==> config.mk <==
export PLATFORM = sky130hd
export DESIGN_NAME = serial_paralelo_flat
export DESIGN_NICKNAME = d
export VERILOG_FILES = /design/src/rtl/serial_paralelo_if.sv /design/src/rtl/serial_paralelo.sv /design/src/flat_wrapper.sv
export SDC_FILE = /design/constraint.sdc
export NUM_CORES = 1
export LEC_CHECK = 0
export ABC_AREA = 0
export BUFFER_PORTS_ARGS = -buffer_cell sky130_fd_sc_hd__buf_2
export CAP_MARGIN = 40
export CELL_PAD_IN_SITES_DETAIL_PLACEMENT = 1
export CELL_PAD_IN_SITES_GLOBAL_PLACEMENT = 1
export CORE_ASPECT_RATIO = 1.1
export CORE_MARGIN = 4
export CORE_UTILIZATION = 40
export CTS_CLUSTER_DIAMETER = 150
export CTS_CLUSTER_SIZE = 10
export DETAILED_ROUTE_END_ITERATION = 6
export PLACE_DENSITY_LB_ADDON = 0.08
export SETUP_SLACK_MARGIN = 0.05
export SYNTH_ARGS = -nofsm -noshare
export SYNTH_HDL_FRONTEND = slang
export SYNTH_SLANG_ARGS = --single-unit
==> constraint.sdc <==
create_clock -name clk_32f -period 1.8 [get_ports clk_32f]
set_clock_uncertainty 0.15 [all_clocks]
set_input_delay 0.09 -clock clk_32f [delete_from_list [all_inputs] [get_ports clk_32f]]
set_output_delay 0.09 -clock clk_32f [all_outputs]
set_load 0.005 [all_outputs]
==> src/rtl/serial_paralelo_if.sv <==
// Serial-to-parallel receive bus: one serial bit in, aligned symbols plus status out.
interface serial_paralelo_if;
    logic       data_in;
    logic [7:0] data_out;
    logic       valid_out;
    logic       active;
    logic       sym_strobe;

    modport master (
        output data_in,
        input  data_out,
        input  valid_out,
        input  active,
        input  sym_strobe
    );

    modport slave (
        input  data_in,
        output data_out,
        output valid_out,
        output active,
        output sym_strobe
    );
endinterface

==> src/rtl/serial_paralelo.sv <==
// Receive deserializer: bit-granular hunt for COM, confirm with COM_COUNT aligned COMs,
// then emit one registered symbol every 8 bit clocks. Lock is held until reset.
module serial_paralelo #(
    parameter logic [7:0] COM_SYM   = 8'hBC,
    parameter int         COM_COUNT = 4
) (
    input  logic             clk_32f,
    input  logic             reset,
    serial_paralelo_if.slave bus
);
    localparam logic [3:0] COM_COUNT_W = 4'(COM_COUNT);

    typedef enum logic [1:0] {
        SEARCH = 2'd0,
        ALIGN  = 2'd1,
        ACTIVE = 2'd2
    } state_t;

    state_t     state_r,      state_nxt_s;
    logic [7:0] sr_r;
    logic [2:0] bc_r,         bc_nxt_s;
    logic [3:0] com_cnt_r,    com_cnt_nxt_s;
    logic [7:0] data_out_r,   data_out_nxt_s;
    logic       valid_out_r,  valid_out_nxt_s;
    logic       active_r,     active_nxt_s;
    logic       sym_strobe_r, sym_strobe_nxt_s;
    logic [7:0] nxt_s;
    logic       boundary_s;
    logic       is_com_s;

    assign nxt_s      = {sr_r[6:0], bus.data_in};
    assign boundary_s = (bc_r == 3'd7);
    assign is_com_s   = (nxt_s == COM_SYM);

    // Next-state and output decode for the alignment FSM
    always_comb begin
        state_nxt_s      = state_r;
        bc_nxt_s         = bc_r + 3'd1;
        com_cnt_nxt_s    = com_cnt_r;
        data_out_nxt_s   = data_out_r;
        valid_out_nxt_s  = valid_out_r;
        active_nxt_s     = active_r;
        sym_strobe_nxt_s = 1'b0;

        case (state_r)
            SEARCH: begin
                if (is_com_s) begin
                    bc_nxt_s      = 3'd0;
                    com_cnt_nxt_s = 4'd1;
                    state_nxt_s   = ALIGN;
                end else begin
                    com_cnt_nxt_s = 4'd0;
                end
            end
            ALIGN: begin
                if (boundary_s) begin
                    if (is_com_s) begin
                        // Saturate rather than wrap so a long idle run can never look short
                        com_cnt_nxt_s = (com_cnt_r == COM_COUNT_W) ? com_cnt_r : com_cnt_r + 4'd1;
                        if ((com_cnt_r + 4'd1) == COM_COUNT_W) begin
                            state_nxt_s  = ACTIVE;
                            active_nxt_s = 1'b1;
                        end else begin
                            state_nxt_s  = ALIGN;
                        end
                    end else begin
                        state_nxt_s   = SEARCH;
                        com_cnt_nxt_s = 4'd0;
                    end
                end else begin
                    state_nxt_s = ALIGN;
                end
            end
            ACTIVE: begin
                if (boundary_s) begin
                    data_out_nxt_s   = nxt_s;
                    valid_out_nxt_s  = !is_com_s;
                    sym_strobe_nxt_s = 1'b1;
                end else begin
                    sym_strobe_nxt_s = 1'b0;
                end
            end
            default: begin
                state_nxt_s   = SEARCH;
                com_cnt_nxt_s = 4'd0;
                active_nxt_s  = 1'b0;
            end
        endcase
    end

    // State, shift register, counters and registered outputs
    always_ff @(posedge clk_32f or negedge reset) begin
        if (!reset) begin
            state_r      <= SEARCH;
            sr_r         <= 8'h00;
            bc_r         <= 3'd0;
            com_cnt_r    <= 4'd0;
            data_out_r   <= 8'h00;
            valid_out_r  <= 1'b0;
            active_r     <= 1'b0;
            sym_strobe_r <= 1'b0;
        end else begin
            state_r      <= state_nxt_s;
            sr_r         <= nxt_s;
            bc_r         <= bc_nxt_s;
            com_cnt_r    <= com_cnt_nxt_s;
            data_out_r   <= data_out_nxt_s;
            valid_out_r  <= valid_out_nxt_s;
            active_r     <= active_nxt_s;
            sym_strobe_r <= sym_strobe_nxt_s;
        end
    end

    assign bus.data_out   = data_out_r;
    assign bus.valid_out  = valid_out_r;
    assign bus.active     = active_r;
    assign bus.sym_strobe = sym_strobe_r;
endmodule

==> src/flat_wrapper.sv <==
// flat-port wrapper written by rule: the top's interface ports become plain ports
module serial_paralelo_flat 
#(
    parameter logic [7:0] COM_SYM   = 8'hBC,
    parameter int         COM_COUNT = 4
)
  (clk_32f, reset, bus_data_in, bus_data_out, bus_valid_out, bus_active, bus_sym_strobe);
  serial_paralelo_if bus_i ();
  input  logic clk_32f;
  input  logic reset;
  input wire logic [$bits(bus_i.data_in)-1:0] bus_data_in;
  output wire logic [$bits(bus_i.data_out)-1:0] bus_data_out;
  output wire logic [$bits(bus_i.valid_out)-1:0] bus_valid_out;
  output wire logic [$bits(bus_i.active)-1:0] bus_active;
  output wire logic [$bits(bus_i.sym_strobe)-1:0] bus_sym_strobe;
  assign bus_i.data_in = bus_data_in;
  assign bus_data_out = bus_i.data_out;
  assign bus_valid_out = bus_i.valid_out;
  assign bus_active = bus_i.active;
  assign bus_sym_strobe = bus_i.sym_strobe;
  serial_paralelo #(.COM_SYM(COM_SYM), .COM_COUNT(COM_COUNT)) u_core (.clk_32f(clk_32f), .reset(reset), .bus(bus_i));
endmodule
Yosys cells after proc, flatten, opt, wreduce, memory -nomap -nowiden --
Index checks and enable logic that the tools add are counted. W data, S select, Z words.
Word-level totals: flip-flop bits (word level) 27, input bits 3, output and inout bits 11, word-level logic and storage cells 48
Operators by class: add/sub/neg operators 2, eq/ne operators 11, muxes and demuxes 18, bitwise logic cells 2, reductions and logical operators 7
Operators with widths (number):
- $mux W4 | 3
- $pmux W4 S3 | 1
- $eq A4 B3 Y1 const B | 2
- $eq A8 B8 Y1 const B | 1
- $mux W2 | 4
- $ne A2 B1 Y1 const B | 4
- $mux W1 | 6
- $mux W3 | 2
- $pmux W2 S3 | 1
- $add A4 B1 Y4 const B | 1
- $reduce_and A2 Y1 | 2
- $reduce_and A4 Y1 | 1
- $add A3 B1 Y3 const B | 1
- $eq A3 B3 Y1 const B | 1
- $ne A3 B3 Y1 const B | 1
- $reduce_and A3 Y1 | 1
- $eq A2 B1 Y1 const B | 1
- $eq A2 B2 Y1 const B | 1
- $logic_not A2 Y1 | 1
- $not A1 Y1 | 2
- $pmux W1 S2 | 1
- $reduce_or A2 Y1 | 1
- $logic_not A1 Y1 | 1

Logic depth before layout (Yosys ltp) --
Gate-level depths: netlist of run 1.
word-level depth 6, depth in mapped cells 6, depth with buffers taken out 6

Worst setup path after synthesis of run 1 --
No wires, ideal clock.
kind flip-flop to flip-flop, start point register u_core.bc_r[0], end point register u_core.data_out_r[0] (netlist: u_core.bus.data_out[0]), setup time 125 ps, data arrival time 1528 ps, data required time 1525 ps, setup slack -3 ps, stages on the path, launching flop included 6, path buffers 1, cells stage by stage dfrtp_1 > ha_1 > ha_1 > nand2_1 > clkbuf_1 > mux2_2
Between the ends: word-level cells in the longest chain between the ends 2
RTL lines:
- start, declared | RTL line serial_paralelo.sv:21 | logic [2:0] bc_r, bc_nxt_s;
- start signal, assigned | RTL line serial_paralelo.sv:105 | bc_r <= bc_nxt_s;
- $eq A3 B3 Y1 | RTL line serial_paralelo.sv:32 | assign boundary_s = (bc_r == 3'd7);
- $reduce_and A2 Y1 (no source line)
- end signal, assigned | RTL line serial_paralelo.sv:107 | data_out_r <= data_out_nxt_s;
- end, declared | RTL line serial_paralelo.sv:23 | logic [7:0] data_out_r, data_out_nxt_s;
No other way between the ends. A chain may end at the register's enable or synchronous reset.

Final worst setup path of run 1 --
start point register u_core.sr_r[5], end point register u_core.com_cnt_r[2]
Between the ends: word-level cells in the longest chain between the ends 4, elaborated cells on any way between the ends 6, classes of those cells eq/ne (2); mux (3); reduce/logical (1)
RTL lines:
- start, declared | RTL line serial_paralelo.sv:20 | logic [7:0] sr_r;
- start signal, assigned | RTL line serial_paralelo.sv:104 | sr_r <= nxt_s;
- $eq A8 B8 Y1 * | RTL line serial_paralelo.sv:33 | assign is_com_s = (nxt_s == COM_SYM);
- $mux W4 | RTL line serial_paralelo.sv:57 | if (is_com_s) begin
- $mux W4 | RTL line serial_paralelo.sv:56 | if (boundary_s) begin
- $pmux W4 S3 | RTL line serial_paralelo.sv:45 | case (state_r)
- end signal, assigned | RTL line serial_paralelo.sv:106 | com_cnt_r <= com_cnt_nxt_s;
- end, declared | RTL line serial_paralelo.sv:22 | logic [3:0] com_cnt_r, com_cnt_nxt_s;
Mark *: on every way between the ends. The rest lies on a longest branch, timed or not. The select of a mux whose other input is x is not followed.

==> impl_metrics.ini, run 1 <==
[worst_hold_path]
holdPathStages = 4
hp-class = in2reg

[cells_and_area]
drive_gt1_frac = 0.375
post-route-util = 0.519
final_nets = 129
n_antenna_cell = 0
syn2layout_area_growth_pct = 23.8

[global_route]
grt_start_max_net_pins = 28
overflow = 0
grt_pass1_vias = 879
grt_use_total = 0.138
antenna_found_initial = 0
grt_pass1_wl_um = 3970

[sta]
tns_ps = -18.5
timing.final.crit_share = 1.01
period_minus_slack_ps = 1810
hold_violations = 0
tightestPinTransition_ps = 607
hold_slack_ps = 103
rsz0062_at_grt = true
fmax_mhz = 552
drv_slew = 0
setup_viol = 2
setup_slack_ps = -12.2
worst_slew_margin_rel = 0.595

[routing]
drt_iter0_markers = 12
drc = 0
avgViaCountPerCell = 5.25
vias = 803
first_pass_iters = 4
postRouteAntennaNets = 0
detail_route.wl_per_cell_um = 16.2
finalWirelength_um = 2480

[logic_synthesis]
synthFlopType = dfrtp_1
synth-adder-area-share = 0.0537
ys_warn_count = 0
synthSimpleGateAreaFrac = 0.161
synth_seq_area_share = 0.580
syn_area_per_cell_um2 = 12.7
synth.cell_area_um2 = 1160
postSynthCellCount = 92
synth_top_family_by_area = simple AND/OR/NAND/NOR gates
synth-seq-cells = 27
synthMuxAreaShare = 0.0773
syn_nets = 100
synth_edf_count = 0
async_flop_share = 1.00
synth.distinct_cells = 30
synth-compound-area-share = 0.0859
yosys.area_share.xor_xnor = 0.00752

[setup_path]
cp_max_fo = 4
cp-start-kind = flip-flop
cp.depth = 5
cp_num_buf_inv = 1
reg2regPathDepth = 5
end_kind = flip-flop
slowest_stage = or4b_4
cpPeakStageDelay_ps = 560
crit_family = simple AND/OR/NAND/NOR gates
worst_ep_required_time_ps = 1930
path_cells = or4b_4 > nor3_4 > buf_4 > a31o_1 > a32o_2
crit_type = reg2reg
cp.arrival_ps = 1940

[placed_design]
dp_hpwl_um = 1820
portBuffers = 13
place_ws_ps = -10.2
place_congestion = 0.751

[outcome]
violations = setup timing
outcome = complete, but fails checks

[floorplan]
boundaryPins = 14
core_region_area_um2 = 2780
start_util = 0.419
row_count = 20
die-width_um = 59.5
die_h_um = 64.6
die_area_um2 = 3840

[power_and_ir_drop]
leakage_nw = 0.713
pwr-share-seq = 0.645
ir_drop_v = 0.000462
power.density_nw_per_um2 = 717
p_sw_frac = 0.250
finalPower_w = 0.00103
p_comb_frac = 0.096
p_clk_frac = 0.260
intPower_w = 0.000775
p_sw_w = 0.000258

[cts]
htree_levels = 1
cts.sinks = 27
cts_buffer_depth = 2
cts_tree = done
cts_setup_buffers = 0
cts-root-buf = clkbuf_4
cts_made_buffers = 3
clk_pin_slew_ps = 150
insertion_delay_ps = 330

[job]
cap_viol_max_count = 0
-- area by class of cell --
cell class | instances | area (um^2)
clock inverter | 1 | 5.00
timing repair buffer | 26 | 201
tap | 33 | 41.3
inverter | 6 | 22.5
multi-input combinational | 57 | 474
clock buffer | 3 | 22.5
sequential | 27 | 676
fill | 298 | 1340
-- cell usage after synthesis (all sizes together), types with 2 or more instances --
library cell   n  area, um^2
a31o           2        17.5
a31oi          3        18.8
a32o           2        21.3
clkbuf         2        17.5
dfrtp         27         676
ha             5        62.6
inv            6        22.5
mux2           8        90.1
nand2          6        22.5
nand2b         2        12.5
nand4          3        18.8
nand4b         2        17.5
nor2           4        15.0
nor2b          3        18.8
o211ai         2        15.0
o21ai          2        10.0
o22ai          2        12.5
-- kinds of logic (layout without fill, tap and decap cells) --
group,count (synthesis),count (layout)
buffers and inverters,8,36
AND/OR/NAND/NOR,29,29
AO/OA/AOI/OAI,14,14
adder cells (fa/ha/maj),5,5
flip-flops,27,27
multiplexers,8,8
XOR/XNOR,1,1
-- cell usage in the layout, fill, tap and decap left out, drive strengths merged --
| cell type | instances |
|---|---|
| a21oi | 1 |
| a31o | 2 |
| a31oi | 3 |
| a32o | 2 |
| and2 | 1 |
| and3 | 1 |
| buf | 23 |
| clkbuf | 4 |
| clkinv | 1 |
| dfrtp | 27 |
| dlygate4sd3 | 2 |
| ha | 5 |
| inv | 6 |
| mux2 | 8 |
| nand2 | 6 |
| nand2b | 2 |
| nand3 | 1 |
| nand3b | 1 |
| nand4 | 3 |
| nand4b | 2 |
| nor2 | 4 |
| nor2b | 3 |
| nor3 | 1 |
| nor3b | 1 |
| nor4 | 1 |
| o211ai | 2 |
| o21ai | 2 |
| o22ai | 2 |
| or2 | 1 |
| or4b | 1 |
| xnor2 | 1 |
-- worst paths after layout --
check | start | end | slack (ps)
min in group asynchronous | reset | u_core.bus.data_out[5]$_DFFE_PN0P_ | 140
max in group asynchronous | reset | u_core.bus.data_out[0]$_DFFE_PN0P_ | 970
worst min register to register | u_core.sr_r[3]$_DFF_PN0_ | u_core.sr_r[4]$_DFF_PN0_ | 270
worst max-delay path | u_core.sr_r[5]$_DFF_PN0_ | u_core.com_cnt_r[2]$_DFFE_PN0P_ | -10
worst min-delay path | bus_data_in | u_core.bus.valid_out$_DFFE_PN0P_ | 100
worst max register to register | u_core.sr_r[5]$_DFF_PN0_ | u_core.com_cnt_r[2]$_DFFE_PN0P_ | -10
-- timing repair --
item | CTS | global route
pin swaps | 2 | 1
hold endpoints to repair | 29 | 0
setup endpoints to repair | 12 | 15
gates cloned | 0 | 1
resized for setup | 3 | 5
hold buffers | 2 | 0
-- per-layer routing --
metal,vias to the layer above,global-route usage,wire length [um]
met5,-,0,0
met2,15,0.250,1350
li1,382,-,-
met3,5,0.0239,96
met4,0,0.0595,44
met1,401,0.152,995
-- metrics by stage --
stage | std cells | instance area [um^2]
4_1_cts | 152 | 1400
6_report | 153 | 1440
5_1_grt | 153 | 1440
3_5_place_dp | 146 | 1340
3_3_place_gp | 146 | 1340
2_1_floorplan | 92 | 1170
-- power groups by stage --
| stage | combinational (W) | sequential [W] | clock, W |
|---|---|---|---|
| finish | 0.0000988 | 0.000666 | 0.000269 |
| global route | 0.000117 | 0.000671 | 0.000296 |
| CTS | 0.0000970 | 0.000659 | 0.000272 |
| detailed placement | 0.0000909 | 0.000672 | 0 |
| global placement | 0.0000823 | 0.000670 | 0 |
| floorplan | 0.0000505 | 0.000666 | 0 |
-- worst min-delay path, cell delays in order --
cell and delay (ps):
buf_2 90, or4b_4 150, nor2_1 70, o21ai_0 160
-- flip-flops by register name, indices dropped and copies added, names as in the netlist --
register and cells:
u_core.sr_r 7, u_core.bc_r 3, u_core.bus.sym_strobe 1, u_core.state_r 2, u_core.bus.valid_out 1, u_core.bus.active 1
u_core.com_cnt_r 4, u_core.bus.data_out 8
Power figures use the tool's default switching activity.
==> run 2: changes to the inputs <==
--- a/config.mk
+++ b/config.mk
@@ -12,7 +12,8 @@
 export CELL_PAD_IN_SITES_GLOBAL_PLACEMENT = 1
 export CORE_ASPECT_RATIO = 1.1
 export CORE_MARGIN = 4
-export CORE_UTILIZATION = 40
+export CORE_UTILIZATION = 43
+export CTS_BUF_LIST = sky130_fd_sc_hd__clkbuf_2 sky130_fd_sc_hd__clkbuf_4 sky130_fd_sc_hd__clkbuf_8
 export CTS_CLUSTER_DIAMETER = 150
 export CTS_CLUSTER_SIZE = 10
 export DETAILED_ROUTE_END_ITERATION = 6
==> run 2 against run 1 <==
The flow still finishes with violations (setup timing); maximum frequency down 0.41%; die area is 6.1% lower; clock-buffer cell count stayed put; sequential power hardly changed; via count up 2.1%; non-clock buffer count is 2 higher; sequential cell count unchanged; first-iteration DRC count up 83%; critical path depth unchanged; worst hold slack better by 35 ps; critical endpoint is now u_core.com_cnt_r[3]$_DFFE_PN0P_; highest routed layer unchanged.
==> impl_metrics.ini, run 2 (synthesis gave the netlist of run 1 again) <==
[cells_and_area]
fillers = 265
final_nets = 131
largest_reg_flops = 8
layout_commonest_cell = dfrtp_1
layout.cells.non_filler = 153
drive_gt1_frac = 0.385
syn2layout_area_growth_pct = 24.1
n_antenna_cell = 0
mostFrequentLayoutCells = dfrtp_1 (27), buf_2 (13), buf_4 (9)

[routing]
drc = 0
first_pass_iters = 4
avgViaCountPerCell = 5.36
vias = 820
detail_route.wl_per_cell_um = 16.1
finalWirelength_um = 2460
postRouteAntennaNets = 0
drt_iter0_markers = 22

[cts]
cts_buffer_depth = 2
htree_levels = 1
cts_tree = done
insertion_delay_ps = 330
cts.sinks = 27
clk_pin_slew_ps = 150
cts-root-buf = clkbuf_4
cts_made_buffers = 3

[power_and_ir_drop]
p_comb_frac = 0.095
ir_drop_v = 0.000530
p_sw_w = 0.000250
power.density_nw_per_um2 = 710
pwr-share-seq = 0.646
p_clk_frac = 0.259
intPower_w = 0.000776
p_sw_frac = 0.244
leakage_nw = 0.696

[sta]
worst_slew_margin_rel = 0.611
fmax_mhz = 550
drv_slew = 0
rsz0062_at_grt = true
hold_slack_ps = 138
tightestPinTransition_ps = 584
setup_viol = 2
hold_violations = 0
timing.final.crit_share = 1.01
tns_ps = -27.4
period_minus_slack_ps = 1820
setup_slack_ps = -19.6

[placed_design]
portBuffers = 13
dp_hpwl_um = 1740
place_congestion = 0.799
placedCellCount = 142

[floorplan]
start_util = 0.458
die_h_um = 62.6
boundaryPins = 14
die-width_um = 57.6
core_region_area_um2 = 2540
die_area_um2 = 3610
row_count = 19

[global_route]
grt_pass1_wl_um = 4330
grt.busiest_layer = met2
overflow = 0
grt_use_met1 = 0.210
antenna_found_initial = 0
met2_usage = 0.250
grt_use_total = 0.160
grt_start_max_net_pins = 28
grt_pass1_vias = 902
grt_use_met3 = 0.0310

[setup_path]
r2r_start = u_core.sr_r[5]$_DFF_PN0_
r2r_setup_slack_ps = -20
cp_max_fo = 4
end_kind = flip-flop
cp.arrival_ps = 1920
worst_ep_required_time_ps = 1900
cp-start-kind = flip-flop
crit_start = u_core.sr_r[5]$_DFF_PN0_
reg2regPathDepth = 5
crit_type = reg2reg

[outcome]
violations = setup timing
outcome = complete, but fails checks

[job]
cap_viol_max_count = 0

[worst_hold_path]
hp-class = in2async
-- run 2: final cells by class --
cell class | count | area, um^2 | share of cell area
Sequential cell | 27 | 676 | 0.468
Inverter | 6 | 22.5 | 0.0156
Timing Repair Buffer | 28 | 198 | 0.137
Clock buffer | 3 | 22.5 | 0.0156
Multi-Input combinational cell | 57 | 480 | 0.332
Clock inverter | 1 | 7.51 | 0.00519
Tap cell | 31 | 38.8 | 0.0268
-- run 2: timing repair --
| action | 4_1_cts | 5_1_grt |
|---|---|---|
| gates cloned | 0 | 0 |
| pin swaps | 5 | 3 |
| endpoints found under the hold margin | 29 | 0 |
| hold buffers | 2 | 0 |
| endpoints found under the setup margin | 14 | 18 |
| setup buffers | 4 | 2 |
| gates resized for setup | 5 | 5 |
-- run 2: through the flow --
step | utilization | cell area, um^2 | total power [W] | setup WS, ps
floorplan | - | 1170 | 0.000716 | 69.3
global placement | 0.515 | 1310 | 0.000749 | -9.83
detailed placement | 0.515 | 1310 | 0.000753 | -102
CTS | 0.557 | 1420 | 0.00105 | -49.5
global route | 0.568 | 1450 | 0.00109 | -98.6
finish | 0.568 | 1450 | 0.00103 | -19.6
-- run 2: path summary, 6_finish.rpt --
check / to
hold reg to reg: u_core.sr_r[2]$_DFF_PN0_
max in group asynchronous: u_core.sr_r[1]$_DFF_PN0_
setup reg to reg: u_core.com_cnt_r[3]$_DFFE_PN0P_
setup / recovery: u_core.com_cnt_r[3]$_DFFE_PN0P_
min in group clk_32f: u_core.bus.valid_out$_DFFE_PN0P_
hold / removal: u_core.bus.data_out[1]$_DFFE_PN0P_
-- run 2: routing by layer --
metal	wire (um)	vias to the layer above	share of wire
met5	0	-	0
met4	53	0	0.022
met3	83	5	0.034
met2	1190	16	0.48
met1	1140	411	0.46
li1	-	388	-
-- run 2: worst max-delay path: stages (launching register included) --
cell,delay [ps]
dfrtp_1,400
or4b_4,540
nor3_4,200
buf_4,160
nand4b_1,130
o22ai_1,150
-- run 2: power by group through the flow --
stage | clock network (W) | logic (W) | registers (W)
after floorplan | 0 | 0.0000505 | 0.000666
after global placement | 0 | 0.0000809 | 0.000668
after detailed placement | 0 | 0.0000832 | 0.000670
after CTS | 0.000284 | 0.0000998 | 0.000664
after global routing | 0.000306 | 0.000112 | 0.000668
final | 0.000266 | 0.0000972 | 0.000663
